### config.mk
export PLATFORM = sky130hd
export DESIGN_NAME = mul_acc_unit
export DESIGN_NICKNAME = d
export VERILOG_FILES = /design/src/rtl/mul_pkg.sv /design/src/rtl/mul_acc_reg.sv /design/src/rtl/mul_acc_unit.sv
export SDC_FILE = /design/constraint.sdc
export NUM_CORES = 1
export LEC_CHECK = 0
export BUFFER_PORTS_ARGS = -buffer_cell sky130_fd_sc_hd__clkbuf_2
export CAP_MARGIN = 15
export CORE_MARGIN = 2
export CORE_UTILIZATION = 50
export CTS_BUF_LIST = sky130_fd_sc_hd__clkbuf_4 sky130_fd_sc_hd__clkbuf_8
export DETAILED_ROUTE_END_ITERATION = 12
export PLACE_DENSITY = 0.78
export SYNTH_ARGS = -nofsm -noshare
export SYNTH_HDL_FRONTEND = slang
export SYNTH_SLANG_ARGS = --single-unit
### constraint.sdc
create_clock -name clk -period 1.98 [get_ports clk]
set_clock_uncertainty 0.15 [all_clocks]
set_input_delay 0.594 -clock clk [delete_from_list [all_inputs] [get_ports clk]]
set_output_delay 0.594 -clock clk [all_outputs]
set_load 0.1 [all_outputs]
### src/rtl/mul_pkg.sv
// Shared types and default sizing for the multiply-accumulate stage.
// Sizing defaults mirror the upstream 6-bit array multiplier.
package mul_pkg;

    typedef enum logic [1:0] {
        IDLE = 2'd0,
        ACC  = 2'd1,
        DONE = 2'd2
    } acc_state_t;

    localparam int DEF_WIDTH     = 6;
    localparam int DEF_MAX_TERMS = 16;
    localparam int PROD_WIDTH    = 2 * DEF_WIDTH;
    localparam int CNT_WIDTH     = $clog2(DEF_MAX_TERMS) + 1;
    localparam int DEF_ACC_WIDTH = PROD_WIDTH + $clog2(DEF_MAX_TERMS);

    function automatic int prod_width(input int w);
        return 2 * w;
    endfunction

endpackage

### src/rtl/mul_acc_reg.sv
// Accumulator register with synchronous clear and add-enable.
// Define MUL_ACC_SAT_EN to saturate each addition and expose a sticky o_ovf flag.
module mul_acc_reg #(
    parameter int prod_w    = 12,
    parameter int acc_width = 16
) (
    input  logic                 clk,
    input  logic                 rst,
    input  logic                 i_clear,
    input  logic                 i_addEn,
    input  logic [prod_w-1:0]    i_addend,
`ifdef MUL_ACC_SAT_EN
    output logic                 o_ovf,
`endif
    output logic [acc_width-1:0] o_acc
);

    logic [acc_width-1:0] r_acc;

`ifdef MUL_ACC_SAT_EN
    logic                 r_ovf;
    logic [acc_width:0]   w_sum;

    // One extra bit catches the carry-out that triggers saturation.
    assign w_sum = {1'b0, r_acc} + (acc_width + 1)'(i_addend);

    always_ff @(posedge clk or posedge rst) begin
        if (rst) begin
            r_acc <= '0;
            r_ovf <= 1'b0;
        end else if (i_clear) begin
            r_acc <= '0;
            r_ovf <= 1'b0;
        end else if (i_addEn) begin
            if (w_sum[acc_width]) begin
                r_acc <= '1;
                r_ovf <= 1'b1;
            end else begin
                r_acc <= w_sum[acc_width-1:0];
            end
        end
    end

    assign o_ovf = r_ovf;
`else
    logic [acc_width-1:0] w_sum;

    assign w_sum = r_acc + acc_width'(i_addend);

    always_ff @(posedge clk or posedge rst) begin
        if (rst) begin
            r_acc <= '0;
        end else if (i_clear) begin
            r_acc <= '0;
        end else if (i_addEn) begin
            r_acc <= w_sum;
        end
    end
`endif

    assign o_acc = r_acc;

endmodule

### src/rtl/mul_acc_unit.sv
// Dot-product accumulator behind the array multiplier: sums len products, then offers the result.
// Optional macro MUL_ACC_SAT_EN enables saturating adds and the ovf output.
module mul_acc_unit
    import mul_pkg::*;
#(
    parameter int width     = DEF_WIDTH,
    parameter int max_terms = DEF_MAX_TERMS,
    parameter int acc_width = prod_width(width) + $clog2(max_terms)
) (
    input  logic                         clk,
    input  logic                         rst,
    input  logic                         start,
    input  logic [$clog2(max_terms):0]   len,
    input  logic                         prod_valid,
    input  logic [prod_width(width)-1:0] prod_data,
    output logic                         prod_ready,
    output logic                         acc_valid,
    output logic [acc_width-1:0]         acc_data,
    input  logic                         acc_ready,
`ifdef MUL_ACC_SAT_EN
    output logic                         ovf,
`endif
    output logic                         busy,
    output logic [$clog2(max_terms):0]   term_cnt
);

    localparam int CNT_W = $clog2(max_terms) + 1;
    localparam logic [CNT_W-1:0] MAX_LEN = CNT_W'(max_terms);

    acc_state_t       r_state;
    acc_state_t       w_nextState;
    logic [CNT_W-1:0] r_len;
    logic [CNT_W-1:0] r_termCnt;
    logic [CNT_W-1:0] w_cntNext;
    logic             w_lenOk;
    logic             w_startAcc;
    logic             w_accept;

    assign w_lenOk    = (len != '0) && (len <= MAX_LEN);
    // A new run may begin from IDLE, or from DONE in the same cycle the result is taken.
    assign w_startAcc = start && w_lenOk &&
                        ((r_state == IDLE) || ((r_state == DONE) && acc_ready));
    assign w_accept   = prod_valid && (r_state == ACC);
    assign w_cntNext  = r_termCnt + 1'b1;

    always_ff @(posedge clk or posedge rst) begin
        if (rst) begin
            r_state <= IDLE;
        end else begin
            r_state <= w_nextState;
        end
    end

    always_comb begin
        w_nextState = r_state;
        case (r_state)
            IDLE: begin
                if (w_startAcc) begin
                    w_nextState = ACC;
                end
            end
            ACC: begin
                if (w_accept && (w_cntNext == r_len)) begin
                    w_nextState = DONE;
                end
            end
            DONE: begin
                if (acc_ready) begin
                    w_nextState = w_startAcc ? ACC : IDLE;
                end
            end
            default: w_nextState = IDLE;
        endcase
    end

    always_ff @(posedge clk or posedge rst) begin
        if (rst) begin
            r_len     <= '0;
            r_termCnt <= '0;
        end else if (w_startAcc) begin
            r_len     <= len;
            r_termCnt <= '0;
        end else if (w_accept) begin
            r_termCnt <= w_cntNext;
        end
    end

    mul_acc_reg #(
        .prod_w    (prod_width(width)),
        .acc_width (acc_width)
    ) u_accReg (
        .clk      (clk),
        .rst      (rst),
        .i_clear  (w_startAcc),
        .i_addEn  (w_accept),
        .i_addend (prod_data),
`ifdef MUL_ACC_SAT_EN
        .o_ovf    (ovf),
`endif
        .o_acc    (acc_data)
    );

    assign prod_ready = (r_state == ACC);
    assign acc_valid  = (r_state == DONE);
    assign busy       = (r_state != IDLE);
    assign term_cnt   = r_termCnt;

endmodule

==> results of run 1 <==
==> sequential cells by signal (all words and copies together) (netlist names) <==
register / count
r_len: 5
u_accReg.o_acc: 16
term_cnt: 5
r_state: 2
==> worst register-to-register path: stages, from the launching register on <==
cell and delay, ns:
dfrtp_4 0.51, ha_4 0.22, a211o_1 0.33, a211oi_2 0.27, nor3b_2 0.12, buf_4 0.15
o41a_1 0.30, o21ai_1 0.11
==> timing repair <==
action,4_1_cts,5_1_grt
endpoints found under the setup margin,10,16
endpoints found under the hold margin,0,0
pin swaps,5,9
gates resized for setup,11,12
setup buffers,3,3
hold buffers,0,0
==> layer usage <==
layer  vias up  track usage  wire (um)
li1        904            -          -
met1       941        0.339       2300
met2        72        0.463       2910
met3        23       0.0291        238
met4         0       0.0885        244
met5         -            0          0
==> layout by cell type (no fill, tap or decap), types with 5 or more instances in the layout <==
| master | instances |
|---|---|
| buf_12 | 5 |
| nand2b_1 | 5 |
| xor2_1 | 6 |
| ha_4 | 9 |
| dfrtp_1 | 13 |
| nor2_1 | 12 |
| clkbuf_2 | 25 |
| o21ai_0 | 6 |
| dfrtp_2 | 5 |
| dfrtp_4 | 10 |
| buf_4 | 65 |
| a21oi_1 | 12 |
| xnor2_1 | 8 |
| nand2_1 | 20 |
==> path summary, 6_finish.rpt <==
path,slack (ns),cells past startpoint,start,to
hold / removal,0.18,3,rst,term_cnt[0]$_DFFE_PP0P_
min in group clk,0.38,1,r_len[3]$_DFFE_PP0N_,r_len[3]$_DFFE_PP0N_
setup / recovery,-0.25,7,u_accReg.o_acc[1]$_DFFE_PP0P_,u_accReg.o_acc[9]$_DFFE_PP0P_
setup reg to reg,-0.25,7,u_accReg.o_acc[1]$_DFFE_PP0P_,u_accReg.o_acc[9]$_DFFE_PP0P_
hold reg to reg,0.38,1,r_len[3]$_DFFE_PP0N_,r_len[3]$_DFFE_PP0N_
max in group asynchronous,1.20,3,rst,u_accReg.o_acc[7]$_DFFE_PP0P_
==> through the flow <==
| step | util | std cells | TNS (ns) | worst slack [ns] | hold slack, ns |
|---|---|---|---|---|---|
| 2_1_floorplan | - | 199 | -1.78 | -0.370 | 0.351 |
| 3_3_place_gp | 0.766 | 334 | -4.96 | -0.395 | 0.349 |
| 3_5_place_dp | 0.766 | 334 | -5.78 | -0.425 | 0.367 |
| 4_1_cts | 0.801 | 341 | -1.32 | -0.201 | 0.199 |
| 5_1_grt | 0.820 | 343 | -2.68 | -0.355 | 0.230 |
| 6_report | 0.820 | 343 | -1.82 | -0.249 | 0.183 |
==> area by class of cell <==
type                            instances  area share
Clock buffer                            4      0.0162
Inverter                                5     0.00625
Multi-Input combinational cell        159       0.457
Sequential cell                        28       0.248
Tap cell                               48      0.0200
Timing Repair Buffer                   99       0.252
==> cell families after synthesis <==
kind of cell	synth area share
muxes	0.0456
adders and majority gates	0.0966
DFF	0.370
xor gates and xnor gates	0.0694
buffers and inverters	0.0357
and+or+nand+nor	0.200
AOI/OAI and AO/OA	0.183
==> metrics.txt, run 1 <==
NumNets Final 332; Detail Route Antenna Nets 0; crit-path leading delay family compound AO/OA/AOI/OAI gates; die width 65.5 um; I/O pins 46; Chip Height 65.5 um; antenna diode count 0; GRT overflow 0; placed standard-cell area 2810 sq um; Placer Congestion 0.881; crit path capture type flop; Initial DRC Count 79; asr flop ratio synth 1.00; Fillers 221; most frequent cell after synthesis dfrtp_1; # setup viols final 12; Worst Setup Start Kind flop; Worst Path Arrival 2.30 ns; vias in the first global route 1891; ratio of cells with drive above 1 in the final layout 0.546; final wirelength 5700 um; initial antenna violation count 0; Cell Chain, Critical Path ha_4 > a211o_1 > a211oi_2 > nor3b_2 > buf_4 > o41a_1 > o21ai_1; # DRC 0; Yosys warning total 0; GRT Util Overall 0.264; sequential-to-total area share from yosys stat 0.370; PnR worst setup slack -0.249 ns; Least-Margin Pin Slew 0.540 ns; Max clock buf depth 2; core area 3660 sq um; register area 744 sq um; Min-Delay Path Class input port to async pin; Num CTS Buffers 3; syn_area_per_cell 9.51 sq um; largest net degree at the start of global routing 29; root buffer cell clkbuf_8; Netlist cell types 58; Worst Path Buf+Inv 1; Site Rows 22; outcome finished, violations left; first-pass GRT wire length 8660 um; mean routed wirelength per cell 16.6 um; Initial DRT Pass Iterations 4; Die Area 4290 sq um; Max-cap violations 0; Post-DP HPWL 4020 um; clock-pin slew on the worst setup and hold paths 0.10 ns; max-slew violations 0; vias per cell 5.66; slowest library cell on the worst path dfrtp_4; Period Utilization, post-route 1.13; ys flop type dfrtp_1; Worst EP required 2.05 ns; post-route cell area 3000 sq um; CP max stage delay 0.51 ns; Gate Count Post-Synth 199; Synth Cell Area 1890 sq um; FF+latch count, synth 28; synth top area cells dfrtp_1 (37%), ha_1 (8.6%), nand2_1 (4.4%), xnor2_1 (4.2%), a21oi_1 (3.2%); Fin. Hold Viols 0; clk_lat worst skew 0.28 ns; Mapped Nets 235; Layout area overhead 58.7%; initial core utilization 0.517; post-synth top area share 0.370; total number of vias 1940; Multi-input gate area 1370 sq um; Post-synth top cells dfrtp_1 (28), nand2_1 (22), ha_1 (13), a21oi_1 (12), nor2_1 (12); CP max FO 4; # clock sinks 28; CTS HTree Levels 1; failing checks setup timing; Slew HR 0.642; Fmax 0.449 GHz; RSZ-0062 raised after global routing yes; I/O Buffers 45; critical setup path kind flop to flop; cell taking the most area after synthesis dfrtp_1; CTS tree built; number of synthesized flops with an enable pin 0; minimum clock period 2.23 ns
Power of run 1 is left out: the tool's default activity adds up to more than one toggle a clock period on the data nets, which glitch-free logic cannot reach.
==> inputs of run 2 (changes only) <==
--- a/config.mk
+++ b/config.mk
@@ -7,9 +7,10 @@
 export LEC_CHECK = 0
-export BUFFER_PORTS_ARGS = -buffer_cell sky130_fd_sc_hd__clkbuf_2
 export CAP_MARGIN = 15
 export CORE_MARGIN = 2
-export CORE_UTILIZATION = 50
+export CORE_UTILIZATION = 57
 export CTS_BUF_LIST = sky130_fd_sc_hd__clkbuf_4 sky130_fd_sc_hd__clkbuf_8
+export CTS_CLUSTER_SIZE = 24
 export DETAILED_ROUTE_END_ITERATION = 12
-export PLACE_DENSITY = 0.78
+export DONT_BUFFER_PORTS = 1
+export PLACE_DENSITY = 0.75
 export SYNTH_ARGS = -nofsm -noshare
==> constraint.sdc (replaced) <==
create_clock -name clk -period 1.98 [get_ports clk]
set_clock_uncertainty 0.15 [all_clocks]
set_input_delay 0.396 -clock clk [delete_from_list [all_inputs] [get_ports clk]]
set_output_delay 0.396 -clock clk [all_outputs]
set_load 0.1 [all_outputs]
==> run 2 against run 1 <==
The run still ends with setup timing left. Cell count down 15%. Critical path depth is the same. Sequential cell count did not move. Core utilization increased by 1.3 points. First-iteration DRC count grew 30%. Global-route usage down 0.42 points.
==> metrics.txt, run 2 (synthesis results as in run 1) <==
CP max FO 4 (unchanged); commonest non-fill, non-tap cell in the layout buf_4; Cell Chain, Critical Path ha_4 > a211o_1 > a211oi_4 > nor3b_4 > mux2i_1 > nor2_1 > a221o_1; slowest library cell on the worst path dfrtp_4; Largest register FFs 16 (unchanged); M1 GR Usage 0.307 (-0.0312); Fin. Hold Viols 0 (unchanged); Worst Path Buf+Inv 0 (-1); met3 Track Usage GR 0.0462 (+0.0171); crit path capture type flop; NumNets Final 283 (-15%); most frequent cells in the layout buf_4 (48), nand2_1 (19), dfrtp_1 (13); # setup viols final 10 (-2); largest net degree at the start of global routing 29 (unchanged); I/O Buffers 0 (-100%); CP max stage delay 0.52 ns (about the same); initial antenna violation count 0 (unchanged); failing checks setup timing; PnR worst setup slack -0.232 ns (+0.0179 ns); minimum clock period 2.21 ns (-0.0179 ns); pre-CTS setup slack -0.191 ns (+0.234 ns); ratio of cells with drive above 1 in the final layout 0.443 (-0.103); I/O pins 46 (unchanged); Initial DRC Count 103 (+30%); GRT overflow 0 (unchanged); CTS HTree Levels 1 (unchanged); clk_lat worst skew 0.33 ns (+0.05 ns); CTS tree built; final wirelength 5090 um (-11%); total number of vias 1758 (-9.4%); antenna diode count 0 (unchanged); Least-Margin Pin Slew 0.535 ns (-0.00488 ns); Initial DRT Pass Iterations 5 (+1); Layout area overhead 36.7%; crit-path leading delay family compound AO/OA/AOI/OAI gates; Fmax 0.452 GHz (+0.81%); met2 Track Usage GR 0.454 (-0.00887); vias per cell 6.06 (+7.2%); max-slew violations 0 (unchanged); Num CTS Buffers 3 (unchanged); R2R Setup Slk -0.23 ns (+0.02 ns); # DRC 0 (unchanged); Placer Congestion 0.832 (-5.5%); core area 3100 sq um (-15%); Slew HR 0.640 (-0.00133); Max-cap violations 0 (unchanged); # clock sinks 28 (unchanged); GRT Util Overall 0.260 (-0.00416); Post-DP HPWL 3670 um (-8.8%); grt peak-use layer met2; Detail Route Antenna Nets 0 (unchanged); initial core utilization 0.610 (+0.0929); mean routed wirelength per cell 17.5 um (+5.6%); die width 61.6 um (-6.0%); Worst Setup Start Kind flop; Die Area 3800 sq um (-12%); clock-pin slew on the worst setup and hold paths 0.16 ns (+0.06 ns); RSZ-0062 raised after global routing yes; root buffer cell clkbuf_4; Chip Height 61.6 um (-6.0%); outcome finished, violations left; hold_ws 0.0358 ns (-0.147 ns); Site Rows 20 (-9.1%); Worst Path Arrival 2.29 ns (about the same); Min-Delay Path Class input port to flop; Post-Route Setup TNS -1.33 ns (+0.495 ns); Worst EP required 2.06 ns (about the same); first-pass GRT wire length 7310 um (-16%); Max clock buf depth 2 (unchanged); Period Utilization, post-route 1.12 (-0.00903); vias in the first global route 1744 (-7.8%); critical setup path kind flop to flop
-- run 2: cell count changes in the layout (fill, tap and decap cells not counted), moves of 3 or more --
| cell | change |
|---|---|
| buf_12 | -5 |
| buf_4 | -17 |
| buf_6 | -3 |
| clkbuf_2 | -25 |
| clkbuf_4 | +3 |
| clkbuf_8 | -3 |
| mux2_1 | +4 |
| mux2_4 | -4 |
-- run 2: area by class of cell --
cell class | count | area [sq um]
Clock buffer | 4 | 30.0
Fill cell | 211 | 517
Inverter | 5 | 18.8
Multi-Input combinational cell | 159 | 1360
Sequential cell | 28 | 744
Tap cell | 44 | 55.1
Timing Repair Buffer | 50 | 382
-- run 2: per-layer routing --
layer,part of all wire,up-vias
met5,0,-
met4,0.027,0
met3,0.069,16
met2,0.52,78
met1,0.38,852
li1,-,812
-- run 2: repair_timing --
item	CTS	global route
setup endpoints to repair	9	12
hold buffers	1	0
endpoints found under the hold margin	28	0
pin swaps	7	13
setup buffers	2	1
resized for setup	11	13
-- run 2: final timing paths --
| kind | cells past startpoint | to | startpoint |
|---|---|---|---|
| min | 1 | r_len[4]$_DFFE_PP0N_ | len[4] |
| max reg2reg | 7 | u_accReg.o_acc[11]$_DFFE_PP0P_ | u_accReg.o_acc[1]$_DFFE_PP0P_ |
| max in group asynchronous | 3 | u_accReg.o_acc[9]$_DFFE_PP0P_ | rst |
| max | 7 | u_accReg.o_acc[11]$_DFFE_PP0P_ | u_accReg.o_acc[1]$_DFFE_PP0P_ |
| min reg2reg | 1 | r_len[1]$_DFFE_PP0N_ | r_len[1]$_DFFE_PP0N_ |
| min in group asynchronous | 3 | u_accReg.o_acc[0]$_DFFE_PP0P_ | rst |
-- run 2: stage by stage --
step / utilization / area (sq um) / cells
floorplan: - / 2060 / 199
global placement: 0.781 / 2420 / 283
detailed placement: 0.781 / 2420 / 283
CTS: 0.812 / 2520 / 290
global route: 0.833 / 2590 / 290
finish: 0.833 / 2590 / 290
-- run 2: worst register-to-register path: stages, from the launching register on --
cell,delay (ns)
dfrtp_4,0.52
ha_4,0.22
a211o_1,0.32
a211oi_4,0.31
nor3b_4,0.09
mux2i_1,0.19
nor2_1,0.06
a221o_1,0.25
Power of run 2 is left out for the same reason.
